### src/rtl/instr_fetch_if.sv
// instr_fetch_if: control, program-load and instruction-output bundle of the
// instr_fetch engine. The master drives start/stall/program-load; the slave
// (instr_fetch) returns the registered instruction, pulse, pc and status.
interface instr_fetch_if #(
    parameter int unsigned MEM_WORDS = 64
);
    localparam int unsigned AW = $clog2(MEM_WORDS);

    logic          start;
    logic          stall;
    logic          prog_we;
    logic [AW-1:0] prog_addr;
    logic [31:0]   prog_data;
    logic [31:0]   instrword;
    logic          newinstr;
    logic [31:0]   pc;
    logic          busy;
    logic          halted;

    modport master (
        output start,
        output stall,
        output prog_we,
        output prog_addr,
        output prog_data,
        input  instrword,
        input  newinstr,
        input  pc,
        input  busy,
        input  halted
    );

    modport slave (
        input  start,
        input  stall,
        input  prog_we,
        input  prog_addr,
        input  prog_data,
        output instrword,
        output newinstr,
        output pc,
        output busy,
        output halted
    );
endinterface

### src/rtl/instr_fetch.sv
// instr_fetch: sequential instruction fetcher with an internal instruction
// store. Each instruction walks FETCH -> ISSUE -> WAIT (CPI unstalled cycles),
// so consecutive newinstr pulses are CPI+2 cycles apart without stalls.
// Fetching the word 32'hFC000000 parks the engine in HALT until reset.
// MEM_WORDS must be a power of two (pc wraps modulo 4*MEM_WORDS).
//
// Optional feature: define INSTR_FETCH_BRANCH_EN to add the branch_taken
// input. A branch seen during WAIT redirects the next pc to
// pc + 4 + (sign-extended instrword[15:0] << 2).
module instr_fetch #(
    parameter int unsigned CPI       = 4,
    parameter int unsigned MEM_WORDS = 64
) (
    input logic          clock,
    input logic          reset,
    instr_fetch_if.slave bus
`ifdef INSTR_FETCH_BRANCH_EN
    ,
    input logic          branch_taken
`endif
);
    localparam int unsigned AW       = $clog2(MEM_WORDS);
    localparam int unsigned CW       = (CPI > 1) ? $clog2(CPI) : 1;
    localparam logic [31:0] HaltWord = 32'hFC00_0000;
    localparam logic [CW-1:0] CntLoad = CW'(CPI - 1);

    typedef enum logic [2:0] {
        StIdle,
        StFetch,
        StIssue,
        StWait,
        StHalt
    } state_e;

    state_e        state_q, state_d;
    logic [AW-1:0] pc_q, pc_d;       // word index; pc output is this << 2
    logic [31:0]   instr_q, instr_d;
    logic [CW-1:0] cnt_q, cnt_d;
    logic [31:0]   mem_q [MEM_WORDS];

    logic [31:0]   fetch_word;
    logic [31:0]   branch_words;
    logic [AW-1:0] pc_step;
    logic          take_branch;
    logic          busy;

    assign busy       = (state_q == StFetch) || (state_q == StIssue) || (state_q == StWait);
    assign fetch_word = mem_q[pc_q];

    // Branch offset in words: 1 (the normal +4) plus the sign-extended immediate.
    assign branch_words = 32'd1 + {{16{instr_q[15]}}, instr_q[15:0]};
    assign pc_step      = take_branch ? branch_words[AW-1:0] : AW'(1);

`ifdef INSTR_FETCH_BRANCH_EN
    logic br_q, br_d;

    // Branch latch: cleared on entry to WAIT, set by branch_taken on any WAIT cycle.
    always_comb begin
        br_d = br_q;
        if (state_q == StIssue) begin
            br_d = 1'b0;
        end else if ((state_q == StWait) && branch_taken) begin
            br_d = 1'b1;
        end
    end

    // Branch latch register.
    always_ff @(posedge clock) begin
        if (!reset) begin
            br_q <= 1'b0;
        end else begin
            br_q <= br_d;
        end
    end

    // A branch flagged on the exit cycle itself still counts.
    assign take_branch = br_q | branch_taken;
`else
    assign take_branch = 1'b0;
`endif

    // Instruction store: written only while idle or halted, and never cleared by reset.
    always_ff @(posedge clock) begin
        if (reset && bus.prog_we && !busy) begin
            mem_q[bus.prog_addr] <= bus.prog_data;
        end
    end

    // Next-state logic for the fetch FSM, pc, instruction register and CPI counter.
    always_comb begin
        state_d = state_q;
        pc_d    = pc_q;
        instr_d = instr_q;
        cnt_d   = cnt_q;
        unique case (state_q)
            StIdle: begin
                if (bus.start) begin
                    state_d = StFetch;
                end
            end
            StFetch: begin
                instr_d = fetch_word;
                state_d = (fetch_word == HaltWord) ? StHalt : StIssue;
            end
            StIssue: begin
                cnt_d   = CntLoad;
                state_d = StWait;
            end
            StWait: begin
                if (!bus.stall) begin
                    if (cnt_q == '0) begin
                        pc_d    = pc_q + pc_step;
                        state_d = StFetch;
                    end else begin
                        cnt_d = cnt_q - CW'(1);
                    end
                end
            end
            StHalt: begin
                state_d = StHalt;
            end
            default: begin
                state_d = StIdle;
            end
        endcase
    end

    // State register with synchronous active-low reset.
    always_ff @(posedge clock) begin
        if (!reset) begin
            state_q <= StIdle;
            pc_q    <= '0;
            instr_q <= '0;
            cnt_q   <= '0;
        end else begin
            state_q <= state_d;
            pc_q    <= pc_d;
            instr_q <= instr_d;
            cnt_q   <= cnt_d;
        end
    end

    assign bus.instrword = instr_q;
    assign bus.newinstr  = (state_q == StIssue);
    assign bus.pc        = 32'({pc_q, 2'b00});
    assign bus.busy      = busy;
    assign bus.halted    = (state_q == StHalt);

endmodule

### src/flat_wrapper.sv
// flat-port wrapper written by rule: the top's interface ports become plain ports
module instr_fetch_flat 
#(
    parameter int unsigned CPI       = 4,
    parameter int unsigned MEM_WORDS = 64
)
  (clock, reset, bus_start, bus_stall, bus_prog_we, bus_prog_addr, bus_prog_data, bus_instrword, bus_newinstr, bus_pc, bus_busy, bus_halted);
  instr_fetch_if #(.MEM_WORDS(MEM_WORDS)) bus_i ();
  input logic clock;
  input logic reset;
  input wire logic [$bits(bus_i.start)-1:0] bus_start;
  input wire logic [$bits(bus_i.stall)-1:0] bus_stall;
  input wire logic [$bits(bus_i.prog_we)-1:0] bus_prog_we;
  input wire logic [$bits(bus_i.prog_addr)-1:0] bus_prog_addr;
  input wire logic [$bits(bus_i.prog_data)-1:0] bus_prog_data;
  output wire logic [$bits(bus_i.instrword)-1:0] bus_instrword;
  output wire logic [$bits(bus_i.newinstr)-1:0] bus_newinstr;
  output wire logic [$bits(bus_i.pc)-1:0] bus_pc;
  output wire logic [$bits(bus_i.busy)-1:0] bus_busy;
  output wire logic [$bits(bus_i.halted)-1:0] bus_halted;
  assign bus_i.start = bus_start;
  assign bus_i.stall = bus_stall;
  assign bus_i.prog_we = bus_prog_we;
  assign bus_i.prog_addr = bus_prog_addr;
  assign bus_i.prog_data = bus_prog_data;
  assign bus_instrword = bus_i.instrword;
  assign bus_newinstr = bus_i.newinstr;
  assign bus_pc = bus_i.pc;
  assign bus_busy = bus_i.busy;
  assign bus_halted = bus_i.halted;
  instr_fetch #(.CPI(CPI), .MEM_WORDS(MEM_WORDS)) u_core (.clock(clock), .reset(reset), .bus(bus_i));
endmodule
### config.mk
export PLATFORM = sky130hd
export DESIGN_NAME = instr_fetch_flat
export DESIGN_NICKNAME = d
export VERILOG_FILES = /design/src/rtl/instr_fetch_if.sv /design/src/rtl/instr_fetch.sv /design/src/flat_wrapper.sv
export SDC_FILE = /design/constraint.sdc
export NUM_CORES = 2
export LEC_CHECK = 0
export BUFFER_PORTS_ARGS = -buffer_cell sky130_fd_sc_hd__buf_2
export CELL_PAD_IN_SITES_DETAIL_PLACEMENT = 1
export CELL_PAD_IN_SITES_GLOBAL_PLACEMENT = 1
export CORE_UTILIZATION = 40
export DETAILED_ROUTE_END_ITERATION = 8
export GPL_TIMING_DRIVEN = 0
export HOLD_SLACK_MARGIN = 0.02
export PLACE_DENSITY = 0.6
export SYNTH_ARGS = -nofsm -noshare
export SYNTH_HDL_FRONTEND = slang
export SYNTH_SLANG_ARGS = --single-unit
### constraint.sdc
create_clock -name clock -period 3.1 [get_ports clock]
set_clock_uncertainty 0.05 [all_clocks]
set_input_delay 0.62 -clock clock [delete_from_list [all_inputs] [get_ports clock]]
set_output_delay 0.62 -clock clock [all_outputs]
set_load 0.01 [all_outputs]
After elaboration in Yosys (flattened, before gate mapping)
Memories as Yosys holds them, arrays and structs flattened. A register that Yosys moved wholly into a read port is not among the register bits.
Index checks and enable logic that the tools add are counted.
{"block": "totals", "wordCells": 40, "out_inout_bits": 67, "mem_bits_rw": 2048, "regBits": 43, "memories": 1, "rom_bits": 0, "latch_bits": 0}
{"name": "u_core.mem_q", "depth": 64, "word_bits": 32, "read_ports": 1, "rd_clocked_by_memory_dff": 1, "wr": 1, "line": "instr_fetch.sv:39", "rtl": "logic [31:0] mem_q [MEM_WORDS];"}
{"block": "classes", "eq_ne": 9, "reduce_logical": 11, "n_lt_le_gt_ge": 0, "mux": 12, "addsub": 2, "mul": 0, "n_bitwise": 1, "n_shift": 0, "n_div": 0}
{"op": "$eq A32 B32 Y1 const B", "n": 1}
{"op": "$pmux W3 S5", "n": 1}
{"op": "$mux W3", "n": 4}
{"op": "$mux W6", "n": 2}
{"op": "$reduce_and A3 Y1", "n": 3}
{"op": "$ne A2 B2 Y1 const B", "n": 4}
{"op": "$add A6 B1 Y6 const B", "n": 1}
{"op": "$eq A3 B2 Y1 const B", "n": 2}
{"op": "$mux W2", "n": 2}
{"op": "$pmux W2 S2", "n": 1}
{"op": "$eq A3 B1 Y1 const B", "n": 1}
{"op": "$eq A3 B3 Y1 const B", "n": 1}
{"op": "$logic_not A3 Y1", "n": 1}
{"op": "$logic_and A1 B1 Y1", "n": 2}
{"op": "$logic_not A2 Y1", "n": 1}
{"op": "$logic_or A1 B1 Y1", "n": 2}
{"op": "$mux W1", "n": 2}
{"op": "$reduce_bool A2 Y1", "n": 1}
{"op": "$sub A2 B1 Y2 const B", "n": 1}
{"op": "$logic_not A1 Y1", "n": 1}
{"op": "$not A1 Y1", "n": 1}

Logic depth before layout (Yosys ltp)
{"block": "depth", "word_depth": 7, "depth_mapped": 15, "depth_no_buf": 9}

Worst setup path after synthesis
Ideal clock, no wire load.
{"block": "synth_path", "kind": "in2reg", "from": "in bus_prog_addr[3]", "to": "mem u_core.mem_q[10][0] (enable)", "setup_time_ps": 421, "slack_ps": -180, "cell_stages": 4, "t_arrival_ps": 2809, "path_cell_list": "clkbuf_1 > or3b_2 > clkbuf_1 > nor2_1"}
{"item": "start, declared", "line": "flat_wrapper.sv:14", "rtl": "input wire logic [$bits(bus_i.prog_addr)-1:0] bus_prog_addr;"}
{"item": "end, declared", "line": "instr_fetch.sv:39"}
No word-level cell before the write port.

==> flow_summary.yaml <==
pwr:
  power_density_nw_per_um2: 577
  p_leak_nw: 32.1
  ir_worst_vdd_v: 0.000557
setup_path:
  crit_top_cell: "buf_12"
  crit_type: "reg -> reg"
  worstPathCellList: "buf_12 -> buf_12 -> nor2_4 -> buf_8 -> clkbuf_2 -> clkbuf_8 -> nand3_2 -> nand4_1 -> a221oi_2 -> nand4_1 -> nor4_2 -> nand2_1 -> nor4_4 -> buf_12 -> a221oi_2"
  endpoint_kind: "flip-flop"
  critPathMaxFanout: 11
  max_stage_delay_ps: 460
  reg2reg_slack_ps: -890
  r2r_cells: 15
  cp.arrival_ps: 4670
  slowest_stage: "dfxtp_2"
  crit_family: "simple AND/OR/NAND/NOR gates"
  cp.required_ps: 3780
  crit_path_start_kind: "flip-flop"
  r2r-end: "u_core.state_q[1]"
  crit_buf_inv: 6
  cp.depth: 15
logic_synthesis:
  yosysSeqAreaShare_pct: 77.5
  synthFlopType: "edfxtp_1"
  synth_top_area_cell: "edfxtp_1"
  synth-edff-count: 2048
  synth_top_area_share_pct: 76.3
  synth_area_um2: 80700
  synth_async_sr_flop_share_pct: 0
  ys_ff_latch: 2097
  synth_area_per_cell_um2: 21.3
  synth_area_leaders: "edfxtp_1, mux4_2, mux2i_1"
  synthCells: 3791
  yosys_warnings: 0
  netlist-cell-type-count: 71
drt:
  wl_um: 357000
  avgRoutedWirePerCell_um: 48.0
  ant_nets: 0
  drc: 8
  route.vias.total: 49300
  detail_route.first_pass.iterations: 9
  viasPerCell: 6.64
  dr.first_iter.drc_count: 9816
layout:
  fin_cells: 7427
  layout_commonest_cell: "edfxtp_1"
  n_fill_cell: 17500
  nets: 4630
  layout-drive-gt1-share_pct: 38.8
  mostFrequentLayoutCells: "edfxtp_1, mux4_2, buf_4"
  areaGrowthSynthToFinish_pct: 26.8
min_path:
  hp-start: "reset"
  hold_depth: 2
  min_to: "u_core.bus.instrword[10]"
  min_path_type: "in -> reg"
cts:
  clk_path_buf_depth: 3
  cts.clk_slew.worst_paths_ps: 60
  numCtsBuffers: 216
  cts_root_buf: "clkbuf_16"
  cts_tree: "yes"
  clk_latency_ps: 870
  numClockSinks: 2097
  h-tree-depth: 4
grt:
  antenna_found_initial: 15
  grt_pass1_vias: 46800
  grt_pass1_wl_um: 456000
  grt_max_degree: 65
  grt-ovfl-total: 0
  grt.total_usage_pct: 34.6
sta:
  tns_ps: -6910
  min_period_ps: 3990
  hold_viol: 0
  fin_ws_ps: -885
  post-route-period-util_pct: 129
  fmax_mhz: 251
  worstMarginPinSlew_ps: 1510
  rsz0062_at_grt: "yes"
  finalSetupViolCount: 28
  slew_violations: 9
  slew_headroom_pct: -1.05
floorplanning:
  ioPinCount: 110
  dieArea_um2: 203000
  fp.dieH_um: 451
  core_area_um2: 200000
  num_rows: 164
  die_w_um: 451
  start_util_pct: 40.3
run_status:
  violations: "DRC, capacitance limit, slew limit, setup timing"
  status: "complete, but fails checks"
placed_design:
  dpl.cell_count: 6698
  hpwlAfterDp_um: 231000
  gp_congestion: 0.918
  io_buffers: 80
run:
  cap_viol_max_count: 1
==> final cells by class <==
class / instances / area, um^2 / share of cell area, %
buffer: 224 / 3430 / 3.36
multi-input combinational: 1481 / 19100 / 18.6
tap: 2656 / 3320 / 3.25
antenna: 2 / 5.00 / 0.00489
inverter: 7 / 32.5 / 0.0318
clock inverter: 128 / 1290 / 1.26
sequential: 2097 / 62500 / 61.1
clock buffer: 274 / 5680 / 5.56
timing repair buffer: 558 / 6990 / 6.83
==> worst register-to-register path: cells and delay by family (launching register included) <==
| family | cells | cell delay, ps |
|---|---|---|
| flops | 1 | 460 |
| buf+inv | 6 | 1450 |
| simple gates | 7 | 1540 |
| compound gates | 2 | 350 |
==> logic make-up (layout without fill, tap and decap cells) <==
logic type,count (synthesis),count (layout),synth area share (%)
xor+xnor,5,5,0.0543
mux,634,634,14.9
simple gates,465,465,2.79
compound gates,349,349,3.10
fa+ha+maj,2,2,0.0310
other cells,1,28,0.00465
flops,2097,2097,77.5
buf+inv,238,1191,1.69
==> metal layers <==
layer	vias to the layer above	global-route usage, %	wire, um
met4	12	21.4	26400
met3	990	9.27	46200
li1	17500	-	-
met5	-	0	58
met2	4415	51.2	157000
met1	26400	45.5	127000
==> how the worst max path moves through the flow <==
stage / from / end / slack [ps]
after floorplan: bus_prog_addr[3] / u_core.mem_q[10][0] / -180
after global placement: flip-flop / u_core.state_q[2] / -4770
after detailed placement: flip-flop / u_core.state_q[2] / -4430
after CTS: flip-flop / u_core.state_q[1] / -820
after global routing: flip-flop / u_core.state_q[1] / -840
final: flip-flop / u_core.state_q[1] / -890
==> report_power, final <==
part / switching (mW) / leakage (nW) / total (mW) / internal (mW)
clock network: 11.5 / 3.40 / 26.3 / 14.7
registers: 0.0417 / 18.8 / 31.2 / 31.2
logic: 1.09 / 9.93 / 1.54 / 0.454
total: 12.7 / 32.1 / 59.1 / 46.4
==> cell usage after synthesis (15+ instances only) <==
master / number
dfxtp_1: 49
o21ai_0: 30
edfxtp_1: 2048
a21oi_1: 55
buf_1: 17
mux2_2: 15
buf_6: 18
nand4_1: 16
buf_4: 67
mux2i_1: 170
nand3_1: 54
mux4_2: 449
o22ai_1: 24
nor2_1: 118
o221ai_1: 17
buf_2: 65
nor2b_1: 26
nand2b_1: 22
nand2_1: 131
and2_1: 23
a22oi_1: 98
nor3_1: 22
clkbuf_1: 63
a221oi_1: 19
==> sequential cells by signal, summed over array words and instances (netlist names), named ones only <==
name	flops
u_core.bus.instrword	32
u_core.state_q	3
u_core.cnt_q	2
u_core.mem_q	2048
u_core.pc_q	6
==> what timing repair did <==
item | 4_1_cts | 5_1_grt
buffers inserted | 244 | 85
hold endpoints to repair | 1 | 0
setup endpoints to repair | 1910 | 407
hold buffers | 1 | 0
gates resized for setup | 792 | 146
pin swaps | 104 | 62
cloned | 3 | 1
==> metrics by stage <==
step	total power, mW	hold WS, ps	setup slack, ps	utilization [%]	instance area, um^2
global route	60.0	47.8	-836	51.1	102000
floorplan	32.2	432	-180	-	80800
CTS	58.9	22.3	-821	50.4	101000
finish	59.1	58.9	-885	51.1	102000
detailed placement	33.1	420	-4430	44.0	88000
global placement	33.0	410	-4770	42.2	84500
Note: power is estimated with default switching activity, not from simulation.
